<file path="src/rtl/pico_io_pkg.sv">
// Shared types and address offsets for the Picoblaze port bank and its interrupt controller.
package pico_io_pkg;

  typedef enum logic [1:0] {
    IRQ_IDLE    = 2'd0,
    IRQ_ASSERT  = 2'd1,
    IRQ_SERVICE = 2'd2
  } irq_state_e;

  // Offsets of the interrupt registers above the last user port in each map
  localparam int PENDING_OFS = 0;
  localparam int MASK_OFS    = 1;
  localparam int CLEAR_OFS   = 1;

  localparam int MAX_N_IN   = 14;
  localparam int MAX_N_OUT  = 14;
  localparam int MAX_N_KOUT = 16;
  localparam int MAX_N_IRQ  = 8;

endpackage

</file>
<file path="src/rtl/pico_irq_ctrl.sv">
// Interrupt controller: rising-edge detect into sticky pending bits, mask gate, IDLE/ASSERT/SERVICE handshake.
// interrupt rises one cycle after pending is set; it is held until interruptAck regardless of later clears.
module pico_irq_ctrl
  import pico_io_pkg::*;
#(
  parameter int N_IRQ = 4
) (
  input  logic             clk,
  input  logic             nRst,
  input  logic [N_IRQ-1:0] irq_src,
  input  logic             irq_ack,
  input  logic             mask_wr_vld,
  input  logic             clr_vld,
  input  logic [N_IRQ-1:0] wr_dat,
  output logic [N_IRQ-1:0] pending,
  output logic [N_IRQ-1:0] mask,
  output logic             irq
);

  logic [N_IRQ-1:0] src_hist_q, src_hist_d;
  logic [N_IRQ-1:0] pending_q, pending_d;
  logic [N_IRQ-1:0] mask_q, mask_d;
  logic [N_IRQ-1:0] rise;
  irq_state_e       state_q, state_d;
  logic             irq_q, irq_d;
  logic             req;

  always_comb begin
    src_hist_d = irq_src;
    rise       = irq_src & ~src_hist_q;
    pending_d  = pending_q;
    if (clr_vld) begin
      pending_d = pending_d & ~wr_dat;
    end
    // A new edge overrides a clear of the same bit in the same cycle
    pending_d = pending_d | rise;
    mask_d    = mask_wr_vld ? wr_dat : mask_q;
  end

  always_comb begin
    req     = |(pending_q & mask_q);
    state_d = state_q;
    case (state_q)
      IRQ_IDLE:    if (req)     state_d = IRQ_ASSERT;
      IRQ_ASSERT:  if (irq_ack) state_d = IRQ_SERVICE;
      IRQ_SERVICE: if (!req)    state_d = IRQ_IDLE;
      default:                  state_d = IRQ_IDLE;
    endcase
    irq_d = (state_d == IRQ_ASSERT);
  end

  always_ff @(posedge clk or negedge nRst) begin
    if (!nRst) begin
      src_hist_q <= '0;
      pending_q  <= '0;
      mask_q     <= '0;
      state_q    <= IRQ_IDLE;
      irq_q      <= 1'b0;
    end else begin
      src_hist_q <= src_hist_d;
      pending_q  <= pending_d;
      mask_q     <= mask_d;
      state_q    <= state_d;
      irq_q      <= irq_d;
    end
  end

  assign pending = pending_q;
  assign mask    = mask_q;
  assign irq     = irq_q;

endmodule

</file>
<file path="src/rtl/pico_port_bank.sv">
// Picoblaze I/O bank: decodes portId[3:0] into user input/output/constant ports plus interrupt registers.
// Read data and all strobes are registered (one-cycle latency); the bus has no backpressure.
module pico_port_bank
  import pico_io_pkg::*;
#(
  parameter int N_IN   = 2,
  parameter int N_OUT  = 2,
  parameter int N_KOUT = 1,
  parameter int N_IRQ  = 4
) (
  input  logic                clk,
  input  logic                nRst,
  input  logic [7:0]          portId,
  input  logic [7:0]          outPort,
  input  logic                readStrobe,
  input  logic                writeStrobe,
  input  logic                kWriteStrobe,
  input  logic [8*N_IN-1:0]   inData,
  input  logic [N_IRQ-1:0]    irqSrc,
  input  logic                interruptAck,
  output logic [7:0]          inPort,
  output logic [8*N_OUT-1:0]  outData,
  output logic [8*N_KOUT-1:0] kOutData,
  output logic [N_IN-1:0]     readPulse,
  output logic [N_OUT-1:0]    writePulse,
  output logic [N_KOUT-1:0]   kWritePulse,
  output logic                interrupt
);

  localparam int PEND_RD_ADDR = N_IN + PENDING_OFS;
  localparam int MASK_RD_ADDR = N_IN + MASK_OFS;
  localparam int MASK_WR_ADDR = N_OUT;
  localparam int CLR_WR_ADDR  = N_OUT + CLEAR_OFS;

  logic [3:0]          addr;
  logic                unused_port_hi;
  logic [7:0]          in_port_q, in_port_d;
  logic [8*N_OUT-1:0]  out_data_q, out_data_d;
  logic [8*N_KOUT-1:0] k_out_data_q, k_out_data_d;
  logic [N_IN-1:0]     read_pulse_q, read_pulse_d;
  logic [N_OUT-1:0]    write_pulse_q, write_pulse_d;
  logic [N_KOUT-1:0]   k_write_pulse_q, k_write_pulse_d;
  logic                mask_wr_vld, clr_vld;
  logic [N_IRQ-1:0]    irq_pending, irq_mask;

  // Only the low nibble is decoded; the upper address bits alias
  assign addr           = portId[3:0];
  assign unused_port_hi = &{1'b0, portId[7:4]};

  always_comb begin
    in_port_d    = '0;
    read_pulse_d = '0;
    for (int p = 0; p < N_IN; p++) begin
      if (int'(addr) == p) begin
        in_port_d       = inData[8*p +: 8];
        read_pulse_d[p] = readStrobe;
      end
    end
    if (int'(addr) == PEND_RD_ADDR) in_port_d = 8'(irq_pending);
    if (int'(addr) == MASK_RD_ADDR) in_port_d = 8'(irq_mask);
  end

  always_comb begin
    out_data_d    = out_data_q;
    write_pulse_d = '0;
    for (int p = 0; p < N_OUT; p++) begin
      if (writeStrobe && int'(addr) == p) begin
        out_data_d[8*p +: 8] = outPort;
        write_pulse_d[p]     = 1'b1;
      end
    end
    mask_wr_vld = writeStrobe && (int'(addr) == MASK_WR_ADDR);
    clr_vld     = writeStrobe && (int'(addr) == CLR_WR_ADDR);
  end

  always_comb begin
    k_out_data_d    = k_out_data_q;
    k_write_pulse_d = '0;
    for (int k = 0; k < N_KOUT; k++) begin
      if (kWriteStrobe && int'(addr) == k) begin
        k_out_data_d[8*k +: 8] = outPort;
        k_write_pulse_d[k]     = 1'b1;
      end
    end
  end

  always_ff @(posedge clk or negedge nRst) begin
    if (!nRst) begin
      in_port_q       <= '0;
      out_data_q      <= '0;
      k_out_data_q    <= '0;
      read_pulse_q    <= '0;
      write_pulse_q   <= '0;
      k_write_pulse_q <= '0;
    end else begin
      in_port_q       <= in_port_d;
      out_data_q      <= out_data_d;
      k_out_data_q    <= k_out_data_d;
      read_pulse_q    <= read_pulse_d;
      write_pulse_q   <= write_pulse_d;
      k_write_pulse_q <= k_write_pulse_d;
    end
  end

  pico_irq_ctrl #(
    .N_IRQ(N_IRQ)
  ) u_irq_ctrl (
    .clk        (clk),
    .nRst       (nRst),
    .irq_src    (irqSrc),
    .irq_ack    (interruptAck),
    .mask_wr_vld(mask_wr_vld),
    .clr_vld    (clr_vld),
    .wr_dat     (outPort[N_IRQ-1:0]),
    .pending    (irq_pending),
    .mask       (irq_mask),
    .irq        (interrupt)
  );

  assign inPort      = in_port_q;
  assign outData     = out_data_q;
  assign kOutData    = k_out_data_q;
  assign readPulse   = read_pulse_q;
  assign writePulse  = write_pulse_q;
  assign kWritePulse = k_write_pulse_q;

endmodule

</file>
<file path="config.mk">
export PLATFORM = sky130hd
export DESIGN_NAME = pico_port_bank
export DESIGN_NICKNAME = d
export VERILOG_FILES = /design/src/rtl/pico_io_pkg.sv /design/src/rtl/pico_irq_ctrl.sv /design/src/rtl/pico_port_bank.sv
export SDC_FILE = /design/constraint.sdc
export NUM_CORES = 1
export LEC_CHECK = 0
export ABC_CLOCK_PERIOD_IN_PS = 1200
export BUFFER_PORTS_ARGS = -buffer_cell sky130_fd_sc_hd__buf_2
export CORE_MARGIN = 5
export CORE_UTILIZATION = 43
export CTS_CLUSTER_SIZE = 30
export DETAILED_ROUTE_END_ITERATION = 16
export GPL_TIMING_DRIVEN = 1
export PLACE_DENSITY = 0.73
export SYNTH_ARGS = -nofsm -noshare
export SYNTH_HDL_FRONTEND = slang
export SYNTH_SLANG_ARGS = --single-unit
</file>
<file path="constraint.sdc">
create_clock -name clk -period 1.2 [get_ports clk]
set_clock_uncertainty 0.15 [all_clocks]
set_input_delay 0.12 -clock clk [delete_from_list [all_inputs] [get_ports clk]]
set_output_delay 0.12 -clock clk [all_outputs]
set_load 0.02 [all_outputs]
</file>
Word level (Yosys, flattened, before mapping)
Index checks and enable logic that the tools add are counted. W data, S select, Z words.

Eq/ne operators: 6. Multiplexer cells: 14. Bitwise logic cells: 6. Reduce and logical (&&, ||, !) cells: 8.

Operators with widths (count): $mux W8 (4); $and A4 B4 Y4 (3); $eq A4 B3 Y1 const B (2); $not A4 Y4 (2); $mux W2 (3); $pmux W2 S3 (1); $logic_and A1 B1 Y1 (5); $mux W1 (5); $eq A2 B1 Y1 const B (2); $eq A4 B2 Y1 const B (1); $logic_not A4 Y1 (1); $mux W4 (1); $or A4 B4 Y4 (1); $reduce_or A4 Y1 (1); $eq A2 B2 Y1 const B (1); $logic_not A2 Y1 (1).

Flip-flop bits (word level): 52. Input port bits: 42. Output and inout port bits: 38. Logic and storage cells: 46.

Longest topological paths before layout
Depth in word-level cells: 5. Mapped depth: 4.

Hierarchy
A second synthesis with hierarchy kept.

Cells, all modules: 139. Area total of the unflattened synthesis: 2082.0 µm².

Modules (own cells, without submodules): pico_port_bank (instances 1, cells an instance 95, area each 1539.0 µm²); pico_irq_ctrl (instances 1, cells an instance 44, area each 543.0 µm²).

Worst setup path after synthesis
OpenSTA, ideal clock, no wires.

Kind: input to register. From: in portId[3]. To: reg out_data_q[10], in the netlist outData[10]. Data arrival time: 1081 ps. Required time: 925 ps. Slack: -156 ps. Stages: 4. Path buffers: 1. Path through: or3b_4 nand2b_4 buf_6 mux2_4.

Word-level cells in the longest chain between the ends: 2.

Ends and longest elaborated chain: start, declared (RTL line pico_port_bank.sv:13) `input logic [7:0] portId,`; $eq A4 B2 Y1 (RTL line pico_port_bank.sv:67) `if (writeStrobe && int'(addr) == p) begin`; $logic_and A1 B1 Y1 (RTL line pico_port_bank.sv:67); end signal, assigned (RTL line pico_port_bank.sv:97) `out_data_q <= out_data_d;`; end, declared (RTL line pico_port_bank.sv:38) `logic [8*N_OUT-1:0] out_data_q, out_data_d;`.

No other way between the ends. A chain may end at the register's enable or synchronous reset.

Final worst setup path
From: reg u_irq_ctrl.mask_q[0], in the netlist u_irq_ctrl.mask[0]. To: reg in_port_q[0], in the netlist inPort[0].

Word-level cells in the longest chain between the ends: 1.

Ends and longest elaborated chain: start, declared (RTL line pico_irq_ctrl.sv:22) `logic [N_IRQ-1:0] mask_q, mask_d;`; start signal, assigned (RTL line pico_irq_ctrl.sv:62) `mask_q <= mask_d;`; $mux W8 (RTL line pico_port_bank.sv:60) `if (int'(addr) == MASK_RD_ADDR) in_port_d = 8'(irq_mask);`; net in_port_d[0] (RTL line pico_port_bank.sv:37) `logic [7:0] in_port_q, in_port_d;`; end signal, assigned (RTL line pico_port_bank.sv:96) `in_port_q <= in_port_d;`; end, declared (RTL line pico_port_bank.sv:37).

The timed path passes the listed nets, and every way through them passes these cells.

==> summary.md <==
| Metric | Value |
|---|---|
| Drt first pass iters | 5 |
| Syn. warnings | 0 |
| H-tree Lvls | 2 |
| Cells after Synth | 139 |
| CP required | approximately 1200 ps |
| Slew HR | 0.771 |
| Finished Cell Area | 3040 um^2 |
| Wire length per cell | about 15 um |
| Area after DPL | 2650 um^2 |
| Worst skew pair latency | 290 ps |
| Chip width | ~80 um |
| Avg Cell Area, Syn | 14.8 um^2 |
| Sequential fraction of the synthesis area | 0.631 |
| Post-synth cell types | 27 |
| TNS Setup | -572 ps |
| Placed instance count | about 280 |
| Yosys reg bits | 52 |
| Post-CTS Hold Buffers | 24 |
| Crit path from | u_irq_ctrl.mask[0]$_DFFE_PN0P_ |
| Routed Antenna Nets | 0 |
| Ports | 80 |
| Port buffer count | 75 |
| Final worst slack | -103 ps |
| Cell Pwr Density | 1550 nW/um^2 |
| HP Class | input pin to flop |
| Residual DRC | 0 |
| CP Data Arrival Time | 1350 ps |
| Crit path largest cell delay | 480 ps |
| Max Cap Viol | 0 |
| Most frequent cells in the layout | buf_2, dfrtp_1, dlygate4sd3_1, mux2_2, buf_4 |
| Minimum clock period | 1300 ps |
| Worst Path Max Fanout | 3 |
| Tot Pwr | approximately 4.7 mW |
| Worst Setup Start Kind | flop |
| Final setup violation count | 7 |
| FMAX | 0.767 GHz |
| Vias/cell | 4.89 |
| Initial antenna violation count | 0 |
| Routability cong. | 0.848 |
| FP Rows | 25 |
| Initial Utilization | 0.439 |
| 1st-iter DRT viols | 44 |
| HP Start | portId[1] |
| Pleak | 1.58 nW |
| Pre-CTS setup slack | -269 ps |
| Post-synthesis cell area | ~2100 um^2 |
| Die Area | 6280 um^2 |
| WS Path Type | flop to flop |
| Syn Nets | roughly 180 |
| Pin slew with the least headroom to its limit | between 300 and 400 ps |
| Total number of vias | 1,534 |
| Unrepaired setup endpoints after global routing | yes |
| DP Wirelength | 3470 um |
| Grt total ovfl | 0 |
| Final slew viol count | 0 |
| Final period util | 1.09 |
| Clock transition at path regs | approximately 90 ps |
| Total track usage | 0.160 |
| Post-synth EDFFs | 0 |
| Final WL | approximately 4600 um |
| CTS tree | yes |
| Crit-path slowest cell | mux4_2 |
| WHS | -6.04 ps |
| CTS root buf | clkbuf_8 |
| Endpoint type of the worst setup path | flop |
| Fillers | 348 |
| Post-Layout Cell Count | 314 |
| Die Ht | 79.2 um |
| CORE AREA | 4690 um^2 |
| Cell Chain, Critical Path | mux4_2, nor3b_2 |
| Clock sink count | 52 |
| Ys async rst share | 1.00 |
| Hold Violations, Final | 1 |
| Area Growth Syn to Fin | 47.7% |
| CTS buffer count | 5 |
| Synth Flop Type | dfrtp_1 |
| Status | finished, violations left |
| VDD IR max | 0.875 mV |
| Violated checks | negative hold slack, negative setup slack |
| CTS max path bufs | 2 |
| Vias in the first global route | 1,623 |
| Commonest non-fill, non-tap cell in the layout | buf_2 |
| Reg2reg start | u_irq_ctrl.mask[0]$_DFFE_PN0P_ |
| Nets | 301 |
| First-pass GRT wire length | 7730 um |
| Largest net degree at the start of global routing | 24 |
| Layout cell share with drive strength beyond 1 | 0.542 |
| Antenna Cells | 0 |
## state kept, by name, summed over array words and instances (netlist names)
| signal | count |
|---|---|
| kWritePulse | 1 |
| u_irq_ctrl.src_hist_q | 4 |
| writePulse | 2 |
| u_irq_ctrl.state_q | 2 |
| u_irq_ctrl.mask | 4 |
| readPulse | 2 |
| inPort | 8 |
| u_irq_ctrl.pending | 4 |
| u_irq_ctrl.irq | 1 |
| kOutData | 8 |
| outData | 16 |
## Yosys cell counts (2+ instances only)
master   instances  share of area
dfrtp_1         52           0.63
mux2_2          20           0.11
inv_1            8          0.015
mux2_4           8          0.058
o21ai_0          8          0.019
nand3_1          5          0.012
nor2_1           5         0.0091
mux2i_1          4          0.019
nand2_1          4         0.0073
nor3b_1          4          0.015
mux4_2           3          0.033
a21oi_1          2         0.0049
nor3_1           2         0.0049
## through the flow
step | hold WS [ps] | utilization
2_1_floorplan | -326 | -
5_1_grt | -2.98 | 0.649
3_5_place_dp | -112 | 0.565
3_3_place_gp | -113 | 0.565
6_report | -6.04 | 0.649
4_1_cts | -5.79 | 0.647
## power by group
part	switching [mW]	total (mW)	internal, mW
clock network	0.540	1.28	0.736
logic	0.639	1.25	0.612
registers	0.154	2.20	2.05
total	1.33	4.73	3.40
## repair_timing
item,in CTS,in global routing
setup endpoints to repair,7,9
setup buffers,2,0
pin swaps,2,0
gates cloned,0,0
endpoints found under the hold margin,99,1
resized for setup,1,4
## cells by family after synthesis
| family | share of synthesized area |
|---|---|
| mux | 0.233 |
| compound gates | 0.0358 |
| buf+inv | 0.0243 |
| simple gates | 0.0759 |
| flops | 0.631 |
## layout make-up
cell class / count / area (um^2) / area share
Clock buffer: 7 / 96.3 / 0.0316
Tap cell: 54 / 67.6 / 0.0222
Sequential cell: 52 / 1300 / 0.427
Inverter: 8 / 30.0 / 0.00986
Clock inverter: 1 / 30.0 / 0.00986
Timing Repair Buffer: 116 / 766 / 0.252
Multi-Input combinational cell: 76 / 753 / 0.247
## worst max-delay path, delay by kind of cell, from the launching register on
family        cells  cell delay, ps
simple gates      1             160
mux               1             480
flops             1             410
## per-layer routing
layer | track usage | wire (um) | vias up
met5 | 0 | 0 | -
met4 | 0.0670 | 103 | 0
met3 | 0.0431 | 240 | 11
met2 | 0.281 | 2370 | 47
met1 | 0.183 | 1880 | 751
li1 | - | - | 725
## worst paths after layout
check / slack [ps] / endpoint / cells past startpoint
worst min-delay path: -6 / readPulse[0]$_DFF_PN0_ / 4
worst max register to register: -100 / inPort[0]$_DFF_PN0_ / 2
worst min register to register: 270 / u_irq_ctrl.pending[0]$_DFF_PN0_ / 1
worst max-delay path: -100 / inPort[0]$_DFF_PN0_ / 2
max in group asynchronous: 340 / u_irq_ctrl.pending[2]$_DFF_PN0_ / 3
min in group asynchronous: 140 / outData[3]$_DFFE_PN0P_ / 2
Note: power is estimated with default switching activity, not from simulation.
